## config.mk

```make
export PLATFORM = sky130hd
export DESIGN_NAME = bpred_unit
export DESIGN_NICKNAME = d
export VERILOG_FILES = /design/src/rtl/bpred_pkg.sv /design/src/rtl/bpred_ras.sv /design/src/rtl/bpred_unit.sv
export SDC_FILE = /design/constraint.sdc
export NUM_CORES = 1
export LEC_CHECK = 0
export ABC_AREA = 1
export CAP_MARGIN = 10
export CORE_MARGIN = 2
export CORE_UTILIZATION = 62
export DETAILED_ROUTE_END_ITERATION = 8
export GPL_TIMING_DRIVEN = 0
export PLACE_DENSITY = 0.84
export SYNTH_ARGS = -nofsm -noshare
export SYNTH_HDL_FRONTEND = slang
export SYNTH_SLANG_ARGS = --single-unit
```

## constraint.sdc

```tcl
create_clock -name clk -period 10.9 [get_ports clk]
set_input_delay 2.18 -clock clk [delete_from_list [all_inputs] [get_ports clk]]
set_output_delay 2.18 -clock clk [all_outputs]
set_load 0.1 [all_outputs]
```

## src/rtl/bpred_pkg.sv

```systemverilog
// Shared types and helpers for the branch predictor: counter encodings, index modes,
// init FSM states and the saturating counter update.
package bpred_pkg;

   typedef enum logic [1:0] {
      CNT_SNT = 2'b00,
      CNT_WNT = 2'b01,
      CNT_WT  = 2'b10,
      CNT_ST  = 2'b11
   } cnt_e;

   typedef enum logic {
      ST_INIT = 1'b0,
      ST_RUN  = 1'b1
   } init_state_e;

   localparam int MODE_BIMODAL = 0;
   localparam int MODE_GSHARE  = 1;
   localparam int MODE_CONCAT  = 2;

   function automatic logic [1:0] sat_incdec(input logic [1:0] cnt, input logic taken);
      logic [1:0] res;
      if (taken) begin
         res = (cnt == 2'b11) ? 2'b11 : cnt + 2'b01;
      end else begin
         res = (cnt == 2'b00) ? 2'b00 : cnt - 2'b01;
      end
      return res;
   endfunction

endpackage

```

## src/rtl/bpred_ras.sv

```systemverilog
// Circular return address stack. A push when full overwrites the oldest entry;
// push and pop together replace the top without changing the depth.
module bpred_ras #(
   parameter int DEPTH = 4
) (
   input  logic        clk,
   input  logic        resetn,
   input  logic        push,
   input  logic        pop,
   input  logic [31:0] push_data,
   output logic        empty,
   output logic [31:0] top
);

   localparam int PTR_W = $clog2(DEPTH);

   logic [31:0]    mem_r [DEPTH];
   logic [PTR_W-1:0] ptr_r;
   logic [PTR_W:0]   cnt_r;
   logic [PTR_W-1:0] top_ptr_s;
   logic             full_s;

   assign top_ptr_s = ptr_r - PTR_W'(1);
   assign empty     = (cnt_r == '0);
   assign full_s    = (cnt_r == (PTR_W+1)'(DEPTH));
   assign top       = empty ? 32'h0000_0000 : mem_r[top_ptr_s];

   // Stack storage, write pointer and occupancy
   always_ff @(posedge clk) begin
      if (!resetn) begin
         ptr_r <= '0;
         cnt_r <= '0;
         for (int i = 0; i < DEPTH; i++) begin
            mem_r[i] <= 32'h0000_0000;
         end
      end else if (push && pop && !empty) begin
         mem_r[top_ptr_s] <= push_data;
      end else if (push) begin
         mem_r[ptr_r] <= push_data;
         ptr_r        <= ptr_r + PTR_W'(1);
         if (!full_s) begin
            cnt_r <= cnt_r + (PTR_W+1)'(1);
         end
      end else if (pop && !empty) begin
         ptr_r <= ptr_r - PTR_W'(1);
         cnt_r <= cnt_r - (PTR_W+1)'(1);
      end
   end

endmodule

```

## src/rtl/bpred_unit.sv

```systemverilog
// Branch predictor: 2-bit counter BHT with selectable indexing, global history,
// reset-time table sweep, return address stack and resolve statistics.
module bpred_unit
   import bpred_pkg::*;
#(
   parameter int IDX_W     = 6,
   parameter int HIST_W    = 3,
   parameter int MODE      = 2,
   parameter int RAS_DEPTH = 4
) (
   input  logic             clk,
   input  logic             resetn,
   output logic             busy,
   input  logic             lk_valid,
   input  logic [31:0]      lk_pc,
   input  logic             lk_is_branch,
   input  logic             lk_is_call,
   input  logic             lk_is_ret,
   output logic             pred_taken,
   output logic [IDX_W-1:0] pred_index,
   output logic             ras_valid,
   output logic [31:0]      ras_target,
   input  logic             rs_valid,
   input  logic [IDX_W-1:0] rs_index,
   input  logic             rs_taken,
   input  logic             rs_pred,
   output logic [31:0]      perf_branches,
   output logic [31:0]      perf_hits
);

   localparam int ENTRIES = 1 << IDX_W;

   logic [1:0]        bht_r [ENTRIES];
   init_state_e       state_r, state_s;
   logic [IDX_W-1:0]  sweep_r;
   logic [HIST_W-1:0] gh_r;
   logic [31:0]       perf_branches_r, perf_hits_r;
   logic [IDX_W-1:0]  pc_idx_s, idx_s;
   logic              upd_s, ras_empty_s, ras_push_s, ras_pop_s;

   assign busy  = (state_r == ST_INIT) || !resetn;
   assign upd_s = rs_valid && !busy;

   assign pc_idx_s = lk_pc[IDX_W+1:2];

   // Table index selection; the shift form of concat keeps HIST_W == IDX_W legal
   always_comb begin
      idx_s = pc_idx_s;
      case (MODE)
         MODE_BIMODAL: idx_s = pc_idx_s;
         MODE_GSHARE:  idx_s = pc_idx_s ^ IDX_W'(gh_r);
         MODE_CONCAT:  idx_s = (pc_idx_s << HIST_W) | IDX_W'(gh_r);
         default:      idx_s = pc_idx_s;
      endcase
   end

   assign pred_index = idx_s;
   assign pred_taken = !busy && lk_is_branch && bht_r[idx_s][1];

   // Init FSM state register
   always_ff @(posedge clk) begin
      if (!resetn) begin
         state_r <= ST_INIT;
      end else begin
         state_r <= state_s;
      end
   end

   // Init FSM next state: leave INIT once the last entry has been written
   always_comb begin
      state_s = state_r;
      case (state_r)
         ST_INIT: begin
            if (sweep_r == {IDX_W{1'b1}}) begin
               state_s = ST_RUN;
            end else begin
               state_s = ST_INIT;
            end
         end
         ST_RUN:  state_s = ST_RUN;
         default: state_s = ST_INIT;
      endcase
   end

   // Counter table: sweep to weakly not-taken, then saturating updates on resolve
   always_ff @(posedge clk) begin
      if (!resetn) begin
         sweep_r <= '0;
      end else if (state_r == ST_INIT) begin
         bht_r[sweep_r] <= CNT_WNT;
         sweep_r        <= sweep_r + IDX_W'(1);
      end else if (upd_s) begin
         bht_r[rs_index] <= sat_incdec(bht_r[rs_index], rs_taken);
      end
   end

   // Global history shifts the newest outcome in at the MSB; perf counters wrap
   always_ff @(posedge clk) begin
      if (!resetn) begin
         gh_r            <= '0;
         perf_branches_r <= 32'd0;
         perf_hits_r     <= 32'd0;
      end else if (upd_s) begin
         gh_r            <= (gh_r >> 1) | (HIST_W'(rs_taken) << (HIST_W - 1));
         perf_branches_r <= perf_branches_r + 32'd1;
         if (rs_pred == rs_taken) begin
            perf_hits_r <= perf_hits_r + 32'd1;
         end
      end
   end

   assign perf_branches = perf_branches_r;
   assign perf_hits     = perf_hits_r;

   assign ras_push_s = lk_valid && !busy && lk_is_call;
   assign ras_pop_s  = lk_valid && !busy && lk_is_ret;

   bpred_ras #(
      .DEPTH (RAS_DEPTH)
   ) u_ras (
      .clk       (clk),
      .resetn    (resetn),
      .push      (ras_push_s),
      .pop       (ras_pop_s),
      .push_data (lk_pc + 32'd4),
      .empty     (ras_empty_s),
      .top       (ras_target)
   );

   assign ras_valid = !ras_empty_s && lk_is_ret && !busy;

endmodule

```

# Word-level counts from Yosys, hierarchy flattened
# Memory sizes are Yosys's and may differ from the RTL's.
# Cells that the tools add are included.
[op_classes]
bitwise = 4
add_sub_neg = 10
eq_ne = 5
n_reduce_logical = 24
n_mux = 38
[op_table]
columns = ["op", "n"]
rows = [
  ["$mux W32", 3],
  ["$add A32 B1 Y32 const B", 2],
  ["$reduce_or A32 Y1", 2],
  ["$add A32 B3 Y32 const B", 1],
  ["$mux W2", 11],
  ["$mux W1", 19],
  ["$logic_and A1 B1 Y1", 11],
  ["$mux W3", 3],
  ["$add A6 B1 Y6 const B", 1],
  ["$eq A6 B6 Y1 const B", 1],
  ["$mux W6", 1],
  ["$or A6 B3 Y6", 1],
  ["$add A2 B1 Y2 const B", 2],
  ["$reduce_and A2 Y1", 2],
  ["$sub A2 B1 Y2 const B", 2],
  ["$add A3 B1 Y3 const B", 1],
  ["$eq A3 B3 Y1 const B", 1],
  ["$logic_not A1 Y1", 3],
  ["$logic_not A3 Y1", 1],
  ["$or A2 B3 Y3", 1],
  ["$reduce_and A3 Y1", 1],
  ["$sub A3 B1 Y3 const B", 1],
  ["$eq A2 B2 Y1 const B", 1],
  ["$logic_not A2 Y1", 1],
  ["other kinds (7)", 8],
]
[totals]
inputBits = 47
mem_count = 2
ff_bits = 79
ram_bits = 256
output_inout_bits = 105
[mem_list]
columns = ["memory", "words", "word_bits", "rd", "rd_ports_with_merged_regs", "wr", "line_no", "text"]
rows = [
  ["bht_r", 64, 2, 2, 0, 1, "bpred_unit.sv:33", "logic [1:0] bht_r [ENTRIES];"],
  ["u_ras.mem_r", 4, 32, 1, 0, 4, "bpred_ras.sv:17", "logic [31:0] mem_r [DEPTH];"],
]

# Logic depth before layout (Yosys ltp)
[logic_depth]
depth_word = 13
ltp_mapped = 14
mapped_depth_nobuf = 14

# Cells and area by module
# A second synthesis with hierarchy kept.
[unflattened]
cells_unflattened = 1917
area_unflattened_um2 = 16428.3
[by_module_without_submodules]
columns = ["module", "instances", "cells_per_inst", "area_per_inst_um2", "seq_area_each_um2"]
rows = [
  ["bpred_unit", 1, 1311, 10500.1, 5325.1],
  ["bpred_ras", 1, 606, 5928.2, 3943.8],
]

# Worst setup path before layout
# No wires, ideal clock.
[synth_timing]
path_type = "input-to-output"
from = "input port resetn"
to = "output port pred_taken"
arrival_ns = 4.236
cell_stages = 5
n_path_buf = 1
t_required_ns = 8.720
slack_ns = 4.484
path_cell_list = "buf_2 nand2_4 inv_2 nand2_1 a21oi_1"
[synth_via]
elab_chain_cells = 5
[synth_lines]
columns = ["element", "line_no", "text"]
rows = [
  ["start: declaration", "bpred_unit.sv:12", "input logic resetn,"],
  ["$logic_not A1 Y1", "-", ""],
  ["$logic_or A1 B1 Y1", "bpred_unit.sv:41", "assign busy = (state_r == ST_INIT) || !resetn;"],
  ["net busy", "bpred_unit.sv:13", "output logic busy,"],
  ["$logic_not A1 Y1", "bpred_unit.sv:58", "assign pred_taken = !busy && lk_is_branch && bht_r[idx_s][1];"],
  ["$logic_and A1 B1 Y1 (2 in series)", "bpred_unit.sv:58", ""],
  ["end: declaration", "bpred_unit.sv:19", "output logic pred_taken,"],
]
# The timed path passes the listed nets, and every way through them passes these cells.

# Worst setup path in the final report
[layout_timing]
from = "input port lk_pc[2]"
to = "output port pred_taken"
[layout_via]
elab_chain_cells = 3
[layout_lines]
columns = ["element", "line_no", "text"]
rows = [
  ["start: declaration", "bpred_unit.sv:15", "input logic [31:0] lk_pc,"],
  ["$or A6 B3 Y6", "bpred_unit.sv:52", "MODE_CONCAT: idx_s = (pc_idx_s << HIST_W) | IDX_W'(gh_r);"],
  ["$mem_v2 Z64 W2", "-", ""],
  ["$logic_and A1 B1 Y1", "bpred_unit.sv:58", ""],
]
# Every way passes these cells.

==> summary.md <==
• Floorplan Core Area: 26060 sq um
• Area growth, synth to finish: 18.66%
• Finished Cell Area: 19540 sq um
• Cell Pwr Density: 136.0 nW/um^2
• most instantiated library cell after synthesis: nand2_1
• relative max-transition margin: 33.64%
• count of H-tree levels built during CTS: 2
• critical path startpoint category: input pin
• Finished Core Util: 74.97%
• buffer cell driving the clock tree root: clkbuf_16
• Starting DRT DRC Count: 1951
• leading cell types by count after synthesis: nand2_1, nor2_1, edfxtp_1
• Total Die Area: 27880 sq um
• post-route clock period utilization: 70.13%
• vias post-DR: 15010
• nets in the synthesized netlist: 1953
• required time worst endpoint: 8.72 ns
• Achievable Freq: 130.8 MHz
• count of yosys warnings during synthesis: 0
• sequential share of the synthesized area: 56.30%
• router iterations before antenna repair: 6
• Routed Wire Length: 51890 microns
• slew of the pin with the lowest slew margin: 0.9922 ns
• number of maximum-capacitance violations: 0
• worst hold-check slack: 0.4879 ns
• Slew Viols, Final: 0
• leakage power total: 7.297 nW
• global-route wire length before repair: 79220 microns
• hold buffer count at cts: 0
• starting density of the core: 63.18%
• setup fix buffers added after clock tree synthesis: 0
• worst reg-to-reg path cell count: 9
• io pins: 152
• latest clock arrival within the worst-skew pair: 0.52 ns
• status: finished clean
• cell total after placement: 2387
• number of register bits inferred by synthesis: 335
• total clock buffers created by CTS: 35
• WL per Instance: 21.20 microns
• fraction of layout cells with a size suffix above 1: 4.498%
• Most used DFF post-synth: edfxtp_1
• number of cells traversed by the worst hold path: 2
• via/cell ratio: 6.135
• type of the setup path with the least slack: in -> out
• post-synthesis cell type with the largest combined area: edfxtp_1
• setup repair after global routing missed its margin: false
• final period demand of the worst path: 7.644 ns
• post-route insts no fill: 2447
• asr flop ratio synth: 0%
• number of gates given a new drive strength after cts: 0
• arrival time reported for the critical path endpoint: 5.46 ns
• number of placement rows: 59
• Worst-path clk slew: 0.06 ns
• placed wire-length estimate: 35600 microns
• maximum fanout along the worst path: 8
• count of distinct cell types in the synthesized netlist: 48
• post-synthesis cell area: 16460 sq um
• cell count after synthesis: 1901
• die span in y: 167.0 microns
• via count of the first global-routing pass: 14890
• maximum buffer depth of the clock tree: 3
• worst-case vdd ir drop: 137.8 uV
• Avg Cell Area, Syn: 8.661 sq um
• antenna violations before repair: 0
• setup total negative slack: 0 ns
• class of the tightest hold or removal check: reg -> reg
• n_diodes: 0
• placed inst area: 18470 sq um
• DRC errors left: 0
• final setup vio count: 0
• GRT Residual Overflow: 0
• number of nets with antenna violations after routing: 0
• Final nets: 2141
• RD Place Congestion: 1.023
• count of buffers from port buffering: 147
• count of flip-flops with a built-in enable after synthesis: 256
• largest net degree at the start of global routing: 34
• post-synth top area share: 46.69%
• Sink Count: 335
• Crit. End Element: primary output
• post-route clock skew: 0.01672 ns
• global router's overall resource usage: 36.60%
• TritonCTS clock tree: done
• width of the chip: 167.0 microns
• count of endpoints failing hold in the final timing report: 0
• cell types with the largest area share after synthesis: edfxtp_1, nand2_1, dfxtp_1
[critical path, cell delays in order]
cell	delay, ns
clkdlybuf4s50_1	0.81
inv_1	0.41
a21oi_1	0.25
o31ai_1	0.11
nand3_1	0.14
nand3_1	0.11
a21oi_1	0.26
clkdlybuf4s50_1	1.19
[final cells by class]
cell class	instances	area [sq um]
clock buffers	43	989.7
clock inverters	17	77.57
repair buffers	151	1556
plain buffers	85	372.9
multi-input cells	1316	6233
well taps	335	419.2
flip-flops and latches	335	9269
fillers	1904	6521
inverters	165	619.3
[cells by family after synthesis]
kind of cell / Yosys count / share of synthesized area, %
flip-flops: 335 / 56.30
AO/OA/AOI/OAI: 239 / 8.861
buffers and inverters: 250 / 6.026
adder cells (fa/ha/maj): 5 / 0.4256
XOR/XNOR: 30 / 1.596
AND/OR/NAND/NOR: 1042 / 26.80
[stage by stage]
stage / power (W) / setup slack, ns
2_1_floorplan: 0.001485 / 4.484
3_3_place_gp: 0.001543 / 2.854
3_5_place_dp: 0.001548 / 3.389
4_1_cts: 0.002647 / 3.374
5_1_grt: 0.002713 / 3.123
6_report: 0.002657 / 3.256
[sequential cells by signal, indices dropped and copies added (netlist names)]
register,count
bht_r,128
gh_r,3
perf_branches,32
perf_hits,32
state_r,1
sweep_r,6
u_ras.cnt_r,3
u_ras.mem_r,128
u_ras.ptr_r,2
[layer usage]
layer | vias up | global-route usage, % | wire length (microns)
met3 | 227 | 6.868 | 5702
met4 | 0 | 19.98 | 2964
met1 | 6922 | 44.62 | 18440
li1 | 6831 | - | -
met5 | - | 0 | 0
met2 | 1032 | 61.73 | 24780
[placed cells by master, fill, tap and decap left out, types with 6 or more instances in the layout]
cell type,n
inv_1,160
edfxtp_1,256
a22oi_1,6
a31oi_1,30
buf_2,10
nor4_1,15
a22o_1,31
dfxtp_1,79
xnor2_1,11
a21oi_1,69
clkinv_1,9
nand3_1,165
xor2_1,19
nand4_1,34
clkdlybuf4s50_1,147
clkinv_2,7
nand2_1,461
nand3b_1,6
o21ai_0,71
clkbuf_16,38
nor2_1,289
o211ai_1,9
nor3_1,45
clkbuf_1,69
[worst paths after layout]
check                               start                                to  slack, ns
setup / recovery                 lk_pc[2]                        pred_taken       3.26
hold / removal    sweep_r[4]$_SDFFE_PN0N_                state_r$_SDFF_PN0_       0.49
setup reg to reg       state_r$_SDFF_PN0_  u_ras.mem_r[0][24]$_SDFFCE_PN0P_       7.37
hold reg to reg   sweep_r[4]$_SDFFE_PN0N_                state_r$_SDFF_PN0_       0.49
[power by group]
group	switching [W]	leakage, nW	internal (W)
logic	0.0000985	3.41	0.0000413
clock network	0.000488	0.532	0.000642
registers	0.00000651	3.35	0.00138
total	0.000593	7.30	0.00206
Power figures use the tool's default switching activity.
